$ cat src/rtl/cdiv.sv
`timescale 1ns/1ps
// cdiv: iterative complex divider (pr+j.pi)/(br+j.bi) = ar+j.ai.
// It uses a shared-denominator restoring division engine with valid/ready handshakes.
module cdiv #(
    parameter int AWIDTH = 8,
    parameter int BWIDTH = 9,
    localparam int PWIDTH = AWIDTH + BWIDTH + 1,
    localparam int MWIDTH = PWIDTH + BWIDTH
) (
    input  logic              clk,
    input  logic              rst_n,
    input  logic              in_valid,
    output logic              in_ready,
    input  logic [PWIDTH-1:0] pr,
    input  logic [PWIDTH-1:0] pi,
    input  logic [BWIDTH-1:0] br,
    input  logic [BWIDTH-1:0] bi,
    output logic              out_valid,
    input  logic              out_ready,
    output logic [AWIDTH-1:0] ar,
    output logic [AWIDTH-1:0] ai,
    output logic              ovf,
    output logic              dbz
);
    localparam int DWIDTH = 2 * BWIDTH;
    localparam int NWIDTH = MWIDTH + 1;
    localparam int CWIDTH = $clog2(MWIDTH);
    localparam logic [MWIDTH-1:0] QPOS = MWIDTH'(2 ** (AWIDTH - 1) - 1);
    localparam logic [MWIDTH-1:0] QNEG = MWIDTH'(2 ** (AWIDTH - 1));
    localparam logic [AWIDTH-1:0] APOS = {1'b0, {(AWIDTH - 1){1'b1}}};
    localparam logic [AWIDTH-1:0] ANEG = {1'b1, {(AWIDTH - 1){1'b0}}};

    typedef enum logic [2:0] {IDLE, MULT, ABS, DIV, SAT, DONE} state_t;

    state_t                    state_q, state_d;
    logic signed [PWIDTH-1:0]  pr_q, pr_d, pi_q, pi_d;
    logic signed [BWIDTH-1:0]  br_q, br_d, bi_q, bi_d;
    logic signed [NWIDTH-1:0]  nr_q, nr_d, ni_q, ni_d;
    logic [DWIDTH-1:0]         den_q, den_d;
    logic                      sr_q, sr_d, si_q, si_d;
    logic [MWIDTH-1:0]         qr_q, qr_d, qi_q, qi_d;
    logic [DWIDTH-1:0]         rr_q, rr_d, ri_q, ri_d;
    logic [CWIDTH-1:0]         cnt_q, cnt_d;
    logic [AWIDTH-1:0]         ar_q, ar_d, ai_q, ai_d;
    logic                      ovf_q, ovf_d, dbz_q, dbz_d;

    // Each magnitude register shifts its numerator out MSB-first while quotient bits shift in.
    logic [DWIDTH:0]   shr, shi;
    logic              ger, gei, ovr, ovi;
    logic [AWIDTH-1:0] sat_r, sat_i;

    assign shr = {rr_q, qr_q[MWIDTH-1]};
    assign shi = {ri_q, qi_q[MWIDTH-1]};
    assign ger = shr >= {1'b0, den_q};
    assign gei = shi >= {1'b0, den_q};
    assign ovr = sr_q ? (qr_q > QNEG) : (qr_q > QPOS);
    assign ovi = si_q ? (qi_q > QNEG) : (qi_q > QPOS);
    assign sat_r = ovr ? (sr_q ? ANEG : APOS) : (sr_q ? -qr_q[AWIDTH-1:0] : qr_q[AWIDTH-1:0]);
    assign sat_i = ovi ? (si_q ? ANEG : APOS) : (si_q ? -qi_q[AWIDTH-1:0] : qi_q[AWIDTH-1:0]);

    assign in_ready  = state_q == IDLE;
    assign out_valid = state_q == DONE;
    assign ar        = ar_q;
    assign ai        = ai_q;
    assign ovf       = ovf_q;
    assign dbz       = dbz_q;

    always_comb begin
        state_d = state_q;
        pr_d    = pr_q;
        pi_d    = pi_q;
        br_d    = br_q;
        bi_d    = bi_q;
        nr_d    = nr_q;
        ni_d    = ni_q;
        den_d   = den_q;
        sr_d    = sr_q;
        si_d    = si_q;
        qr_d    = qr_q;
        qi_d    = qi_q;
        rr_d    = rr_q;
        ri_d    = ri_q;
        cnt_d   = cnt_q;
        ar_d    = ar_q;
        ai_d    = ai_q;
        ovf_d   = ovf_q;
        dbz_d   = dbz_q;
        case (state_q)
            IDLE: if (in_valid) begin
                pr_d    = pr;
                pi_d    = pi;
                br_d    = br;
                bi_d    = bi;
                state_d = MULT;
            end
            MULT: begin
                nr_d    = NWIDTH'(pr_q) * NWIDTH'(br_q) + NWIDTH'(pi_q) * NWIDTH'(bi_q);
                ni_d    = NWIDTH'(pi_q) * NWIDTH'(br_q) - NWIDTH'(pr_q) * NWIDTH'(bi_q);
                den_d   = DWIDTH'(br_q) * DWIDTH'(br_q) + DWIDTH'(bi_q) * DWIDTH'(bi_q);
                state_d = ABS;
            end
            ABS: begin
                sr_d    = nr_q[MWIDTH];
                si_d    = ni_q[MWIDTH];
                qr_d    = nr_q[MWIDTH] ? MWIDTH'(-nr_q) : nr_q[MWIDTH-1:0];
                qi_d    = ni_q[MWIDTH] ? MWIDTH'(-ni_q) : ni_q[MWIDTH-1:0];
                rr_d    = '0;
                ri_d    = '0;
                cnt_d   = '0;
                dbz_d   = den_q == '0;
                ar_d    = '0;
                ai_d    = '0;
                ovf_d   = 1'b0;
                state_d = den_q == '0 ? DONE : DIV;
            end
            DIV: begin
                rr_d    = DWIDTH'(ger ? shr - {1'b0, den_q} : shr);
                ri_d    = DWIDTH'(gei ? shi - {1'b0, den_q} : shi);
                qr_d    = {qr_q[MWIDTH-2:0], ger};
                qi_d    = {qi_q[MWIDTH-2:0], gei};
                cnt_d   = cnt_q + CWIDTH'(1);
                state_d = cnt_q == CWIDTH'(MWIDTH - 1) ? SAT : DIV;
            end
            SAT: begin
                ar_d    = sat_r;
                ai_d    = sat_i;
                ovf_d   = ovr | ovi;
                dbz_d   = 1'b0;
                state_d = DONE;
            end
            DONE: if (out_ready) begin
                ar_d    = '0;
                ai_d    = '0;
                ovf_d   = 1'b0;
                dbz_d   = 1'b0;
                state_d = IDLE;
            end
            default: state_d = IDLE;
        endcase
    end

    always_ff @(posedge clk or negedge rst_n) begin
        if (!rst_n) begin
            state_q <= IDLE;
            pr_q    <= '0;
            pi_q    <= '0;
            br_q    <= '0;
            bi_q    <= '0;
            nr_q    <= '0;
            ni_q    <= '0;
            den_q   <= '0;
            sr_q    <= 1'b0;
            si_q    <= 1'b0;
            qr_q    <= '0;
            qi_q    <= '0;
            rr_q    <= '0;
            ri_q    <= '0;
            cnt_q   <= '0;
            ar_q    <= '0;
            ai_q    <= '0;
            ovf_q   <= 1'b0;
            dbz_q   <= 1'b0;
        end else begin
            state_q <= state_d;
            pr_q    <= pr_d;
            pi_q    <= pi_d;
            br_q    <= br_d;
            bi_q    <= bi_d;
            nr_q    <= nr_d;
            ni_q    <= ni_d;
            den_q   <= den_d;
            sr_q    <= sr_d;
            si_q    <= si_d;
            qr_q    <= qr_d;
            qi_q    <= qi_d;
            rr_q    <= rr_d;
            ri_q    <= ri_d;
            cnt_q   <= cnt_d;
            ar_q    <= ar_d;
            ai_q    <= ai_d;
            ovf_q   <= ovf_d;
            dbz_q   <= dbz_d;
        end
    end
endmodule
$ cat config.mk
export PLATFORM = sky130hd
export DESIGN_NAME = cdiv
export DESIGN_NICKNAME = d
export VERILOG_FILES = /design/src/rtl/cdiv.sv
export SDC_FILE = /design/constraint.sdc
export NUM_CORES = 2
export LEC_CHECK = 0
export ABC_CLOCK_PERIOD_IN_PS = 6400
export CAP_MARGIN = 20
export CORE_ASPECT_RATIO = 0.6
export CORE_MARGIN = 2
export CORE_UTILIZATION = 60
export CTS_BUF_LIST = sky130_fd_sc_hd__clkbuf_8
export CTS_CLUSTER_DIAMETER = 80
export CTS_CLUSTER_SIZE = 25
export DETAILED_ROUTE_END_ITERATION = 6
export PLACE_DENSITY = 0.83
export SYNTH_ARGS = -nofsm -noshare
export SYNTH_HDL_FRONTEND = slang
export SYNTH_SLANG_ARGS = --single-unit
$ cat constraint.sdc
create_clock -name clk -period 6.4 [get_ports clk]
set_clock_uncertainty 0.15 [all_clocks]
set_input_delay 1.6 -clock clk [delete_from_list [all_inputs] [get_ports clk]]
set_output_delay 1.6 -clock clk [all_outputs]
set_load 0.1 [all_outputs]
Yosys cells after proc, flatten, opt, wreduce, memory -nomap -nowiden
Cells that the tools add are included.

Bits of input ports: 58. ROM bits: 0. Memory bits (writable): 0. Bits in latches: 0. Memories: 0. Logic and storage cells: 85. Output and inout port bits: 20. Bits in registers: 246.

Divide/modulo/power cells: 0. Bitwise gates (word level): 1. Shifts and indexed selects: 0. $add $sub $neg: 10. Reductions and logical operators: 7. Magnitude comparators: 6. Equality and inequality tests: 8. Mux-type cells: 28. $mul: 6.

Operators by type and width (number): multiplier 18 x 9 -> 27 bit (4); one-hot mux 27 bit (2 select lines) (2); one-hot mux 18 bit (2 select lines) (2); 2-to-1 mux 8 bit (7); > comparator 27 x 7 -> 1 bit, second input constant (2); > comparator 27 x 8 -> 1 bit, second input constant (2); 2-to-1 mux 27 bit (2); negation 27 bit (2); one-hot mux 8 bit (3 select lines) (2); greater-or-equal comparator 19 x 18 -> 1 bit (2); multiplier 9 x 9 -> 18 bit (2); 2-to-1 mux 18 bit (2); subtractor 18 bit (2); adder 27 x 27 -> 28 bit (1); subtractor 27 x 27 -> 28 bit (1); adder 18 bit (1); logical NOT 18 bit (1); one-hot mux 3 bit (6 select lines) (1); negation 8 bit (2); 2-to-1 mux 3 bit (4); one-hot mux 5 bit (2 select lines) (1); equality test 3 x 2 -> 1 bit, second input constant (2); equality test 3 bit, second input constant (2); one-hot mux 1 bit (3 select lines) (2); 11 further kinds (15).

Depth between registers and ports, before layout
Depth after elaboration: 4. Gate-level depth with buffers: 27. Mapped depth without buffers: 25.

Worst setup path before layout
No wires, ideal clock.

Path kind: flip-flop to flip-flop. Start point: register bi_q[0]. End point: register nr_q[24]. Setup time: 135 ps. Required time: 6115 ps. Clock period less this slack: 6866 ps. Path buffers: 2. Arrival: 6581 ps. Path slack: -466 ps. Stages on the path, launching flop included: 24. Path through: dfrtp_1 clkbuf_1 clkbuf_1 nand2_1 fa_1 inv_1 fa_1 inv_1 fa_1 inv_1 fa_1 fa_1 fa_1 fa_1 ha_1 o21a_1 o21ai_0 nor3b_1 o21ai_0 o41ai_1 a221oi_1 o21ai_0 xnor2_1 o21ai_0.

Longest elaborated chain between the ends: 2.

Ends and longest elaborated chain: start, declared (RTL line 37) `logic signed [BWIDTH-1:0] br_q, br_d, bi_q, bi_d;`; start signal, assigned (RTL line 168) `bi_q <= bi_d;`; multiplier 18 x 9 -> 27 bit (RTL line 97) `nr_d = NWIDTH'(pr_q) * NWIDTH'(br_q) + NWIDTH'(pi_q) * NWIDTH'(bi_q);`; adder 27 x 27 -> 28 bit (RTL line 97); end signal, assigned (RTL line 169) `nr_q <= nr_d;`; end, declared (RTL line 38) `logic signed [NWIDTH-1:0] nr_q, nr_d, ni_q, ni_d;`.

Every way passes these cells. A chain may end at the register's enable or synchronous reset.

Worst setup path in the final report
Start point: register bi_q[0]. End point: register ni_q[26].

Longest elaborated chain between the ends: 2.

Ends and longest elaborated chain: multiplier 18 x 9 -> 27 bit (RTL line 98) `ni_d = NWIDTH'(pi_q) * NWIDTH'(br_q) - NWIDTH'(pr_q) * NWIDTH'(bi_q);`; subtractor 27 x 27 -> 28 bit (RTL line 98); end signal, assigned (RTL line 170) `ni_q <= ni_d;`; end, declared (RTL line 38).

Every way passes these cells.

==> run metrics <==
status=finished, violations left; failing checks=setup timing; slew of the pin with the lowest slew margin=1070 ps; Core Footprint=0.0696 sq mm; RR Startpoint=bi_q[0]; gr busiest metal=met2; Die Footprint=0.0723 sq mm; Hold Path Stages=2; Post-DP HPWL=95700 um; 1st-pass router iterations=5; Total GRT Usage=35.0%; met1 usage=49.2%; residual DRC count=0; slew margin rel.=27.8%; Synth Area in XOR/XNOR=3.77%; highest clock rate=0.147 GHz; largest family of logic cells by synthesized area=adder cells; global route overflow=0; top cells by area, synth=fa_1 (37%), dfrtp_1 (15%), ha_1 (9.8%); post-synthesis mux area share=2.01%; Yosys top cell area share=37.4%; Starting DRT DRC Count=3877; initial antenna violation count=5; design area=0.0492 sq mm; Post-Syn Area=0.0420 sq mm; Final WS setup=-384 ps; GR Util met2=52.0%; Hold-fix buffers, CTS=0; worst r2r path cells=22; warnings from Yosys=0; startpoint class of the critical path=flop; Worst Hold End=ar[0]; DP Area=0.0466 sq mm; Post-synth EDFFs=0; TritonCTS clock tree=built; Final Cycle Share=106%; worst hold path type=reg2reg; most area-hungry cell type in the Yosys netlist=fa_1; vias in the first global route=35500; final hold slack=343 ps; prevailing post-synth register cell=dfrtp_1; register bit total from synthesis=246; DR vias=34200; height of the die=209 um; Std-Cell Rows=75; Clock transition at path regs=150 ps; top-level I/O count=78; synth unique cells=65; worst flop-to-flop path endpoint=ni_q[26]; drt total wl=125000 um; largest net degree at the start of global routing=109; number of I/O port buffers=77; final net count=6076; dpl ws=-522 ps; Area Growth Syn to Fin=17.0%; async set-reset flop share out of synthesis=100%; met3 GRT Util=11.8%; H-tree levels=1; routed length per instance=21.5 um; CTS Buf Count=23; Via density=5.85; Slew Limit Fails=0; R2R Setup Slk=-380 ps; Max Cap Violations=0; Syn Area/Cell=9.23 sq um; clk root buf=clkbuf_8; Crit. End Element=flop; final setup violation count=21; number of fillers in the final layout=4645; Clock Latency Late Sink=700 ps; Clock Path Buffers=3; Routed Antenna Nets=0; Synth Area in Simple Gates=15.0%; die width=346 um; cells after synthesis=4555; Adder-Cell Fraction of Synth Area=47.2%; HP Start=ar[0]; Fin. Hold Viols=0; Max Fanout on Critical Path=4; first-pass GRT wire length=196000 um; # clock sinks=246; initial core utilization=60.4%; RSZ-0062 raised after global routing=true; worst path arrival time=7200 ps; fraction of layout cells with a size suffix above 1=16.7%; Synth Area in Compound Gates=7.56%; critical setup path kind=reg2reg; fin crit period=6780 ps; syn nets=5728; WP data required=6820 ps; RD Place Congestion=0.988; sequential area share after synthesis=14.6%
[metrics by stage]
stage | TNS [ps] | cells | utilization (%)
floorplan | 0 | 4555 | -
global placement | -6560 | 5737 | 66.9
global route | -6790 | 5842 | 70.6
detailed placement | -7820 | 5737 | 66.9
finish | -2900 | 5844 | 70.6
CTS | -1090 | 5823 | 69.6
[critical path, stage by stage (launching register included)]
cell and delay, ps:
dfrtp_2 490, buf_6 120, buf_6 80, buf_4 110, nand2_1 70, fa_1 550
inv_1 60, fa_1 510, fa_1 560, inv_1 70, fa_1 510, fa_1 510
fa_1 590, ha_4 230, ha_4 260, a21oi_4 210, nand2_1 160, a21oi_4 250
nor3_4 70, or4_4 540, nand2_4 90, a2111oi_0 100, or3_1 390
[cells in the final DEF (no fill, tap or decap), drive strengths merged, types with 5 or more instances in the layout]
master and instances:
mux2i 28, fa 785, o211ai 9, dfrtp 246, or2 5, a211oi 12
clkbuf 24, ha 330, clkdlybuf4s50 76, clkinv 8, nor3b 5, o21bai 10
a21oi 119, o21ai 230, nand2b 39, nand2 602, and3 11, o31ai 29
or4 13, xnor2 102, nand3 25, a2111oi 5, and2 304, nor2 162
o21a 8, a31oi 9, o41ai 15, or3 15, buf 477, inv 873
a21boi 6, a211o 5, a21o 38, mux2 50, a22o 17, nor3 22
nor4 25, nor2b 55, nand4 17, xor2 79
[kinds of logic (layout without fill, tap and decap cells)]
group | after synthesis | count (layout)
AOI/OAI and AO/OA | 527 | 527
xor gates and xnor gates | 181 | 181
adders and majority gates | 1115 | 1115
buffers and inverters | 1097 | 1460
DFF | 246 | 246
muxes | 78 | 78
other | 0 | 2
and+or+nand+nor | 1311 | 1311
[flip-flops by register name, indices dropped and copies added (netlist names)]
signal   flops
ar           8
ai           8
br_q         9
ovf          1
si_q         1
qi_q        27
pi_q        18
qr_q        27
dbz          1
cnt_q        5
pr_q        18
nr_q        28
ri_q        18
bi_q         9
ni_q        28
den_q       18
state_q      3
rr_q        18
sr_q         1
[per-layer routing]
metal  part of all wire [%]  vias up
met2                     43     2160
met5                  0.033        -
met1                     39    16900
met4                    4.0        6
met3                     13      409
li1                       -    14600
[cell type report]
cell class	count	area [sq um]	share of cell area (%)
antenna	2	5.00	0.0102
sequential	246	6180	12.6
clock buffer	24	330	0.672
timing repair buffer	553	4990	10.1
clock inverter	16	277	0.562
multi-input combinational	3212	33000	67.1
inverter	867	3260	6.64
tap	924	1160	2.35
[cell usage after synthesis, types with 28 or more instances]
cell,instances
a21o_1,37
a21oi_1,119
and2_1,304
clkbuf_1,217
dfrtp_1,246
fa_1,785
ha_1,330
inv_1,865
mux2_2,50
mux2i_1,28
nand2_1,602
nand2b_1,39
nor2_1,162
nor2b_1,55
o21ai_0,225
xnor2_1,102
xor2_1,79
[repair_timing]
item,in CTS,in global routing
gates cloned,1,0
setup buffers,45,19
endpoints found under the setup margin,32,38
pin swaps,89,66
gates resized for setup,201,154
[worst max-delay path by stage]
| stage | startpoint | end | cells past startpoint |
|---|---|---|---|
| 3_3_place_gp | pi_q[4] | nr_q[24] | 22 |
| 6_report | bi_q[0] | ni_q[26] | 22 |
| 3_5_place_dp | pi_q[4] | nr_q[24] | 22 |
| 2_1_floorplan | bi_q[0] | nr_q[23] | 22 |
| 4_1_cts | pi_q[4] | nr_q[24] | 22 |
| 5_1_grt | br_q[2] | ni_q[26] | 26 |
Power is not shown: default switching activity piles up to over one toggle a cycle in this logic, so the estimate is an artifact.
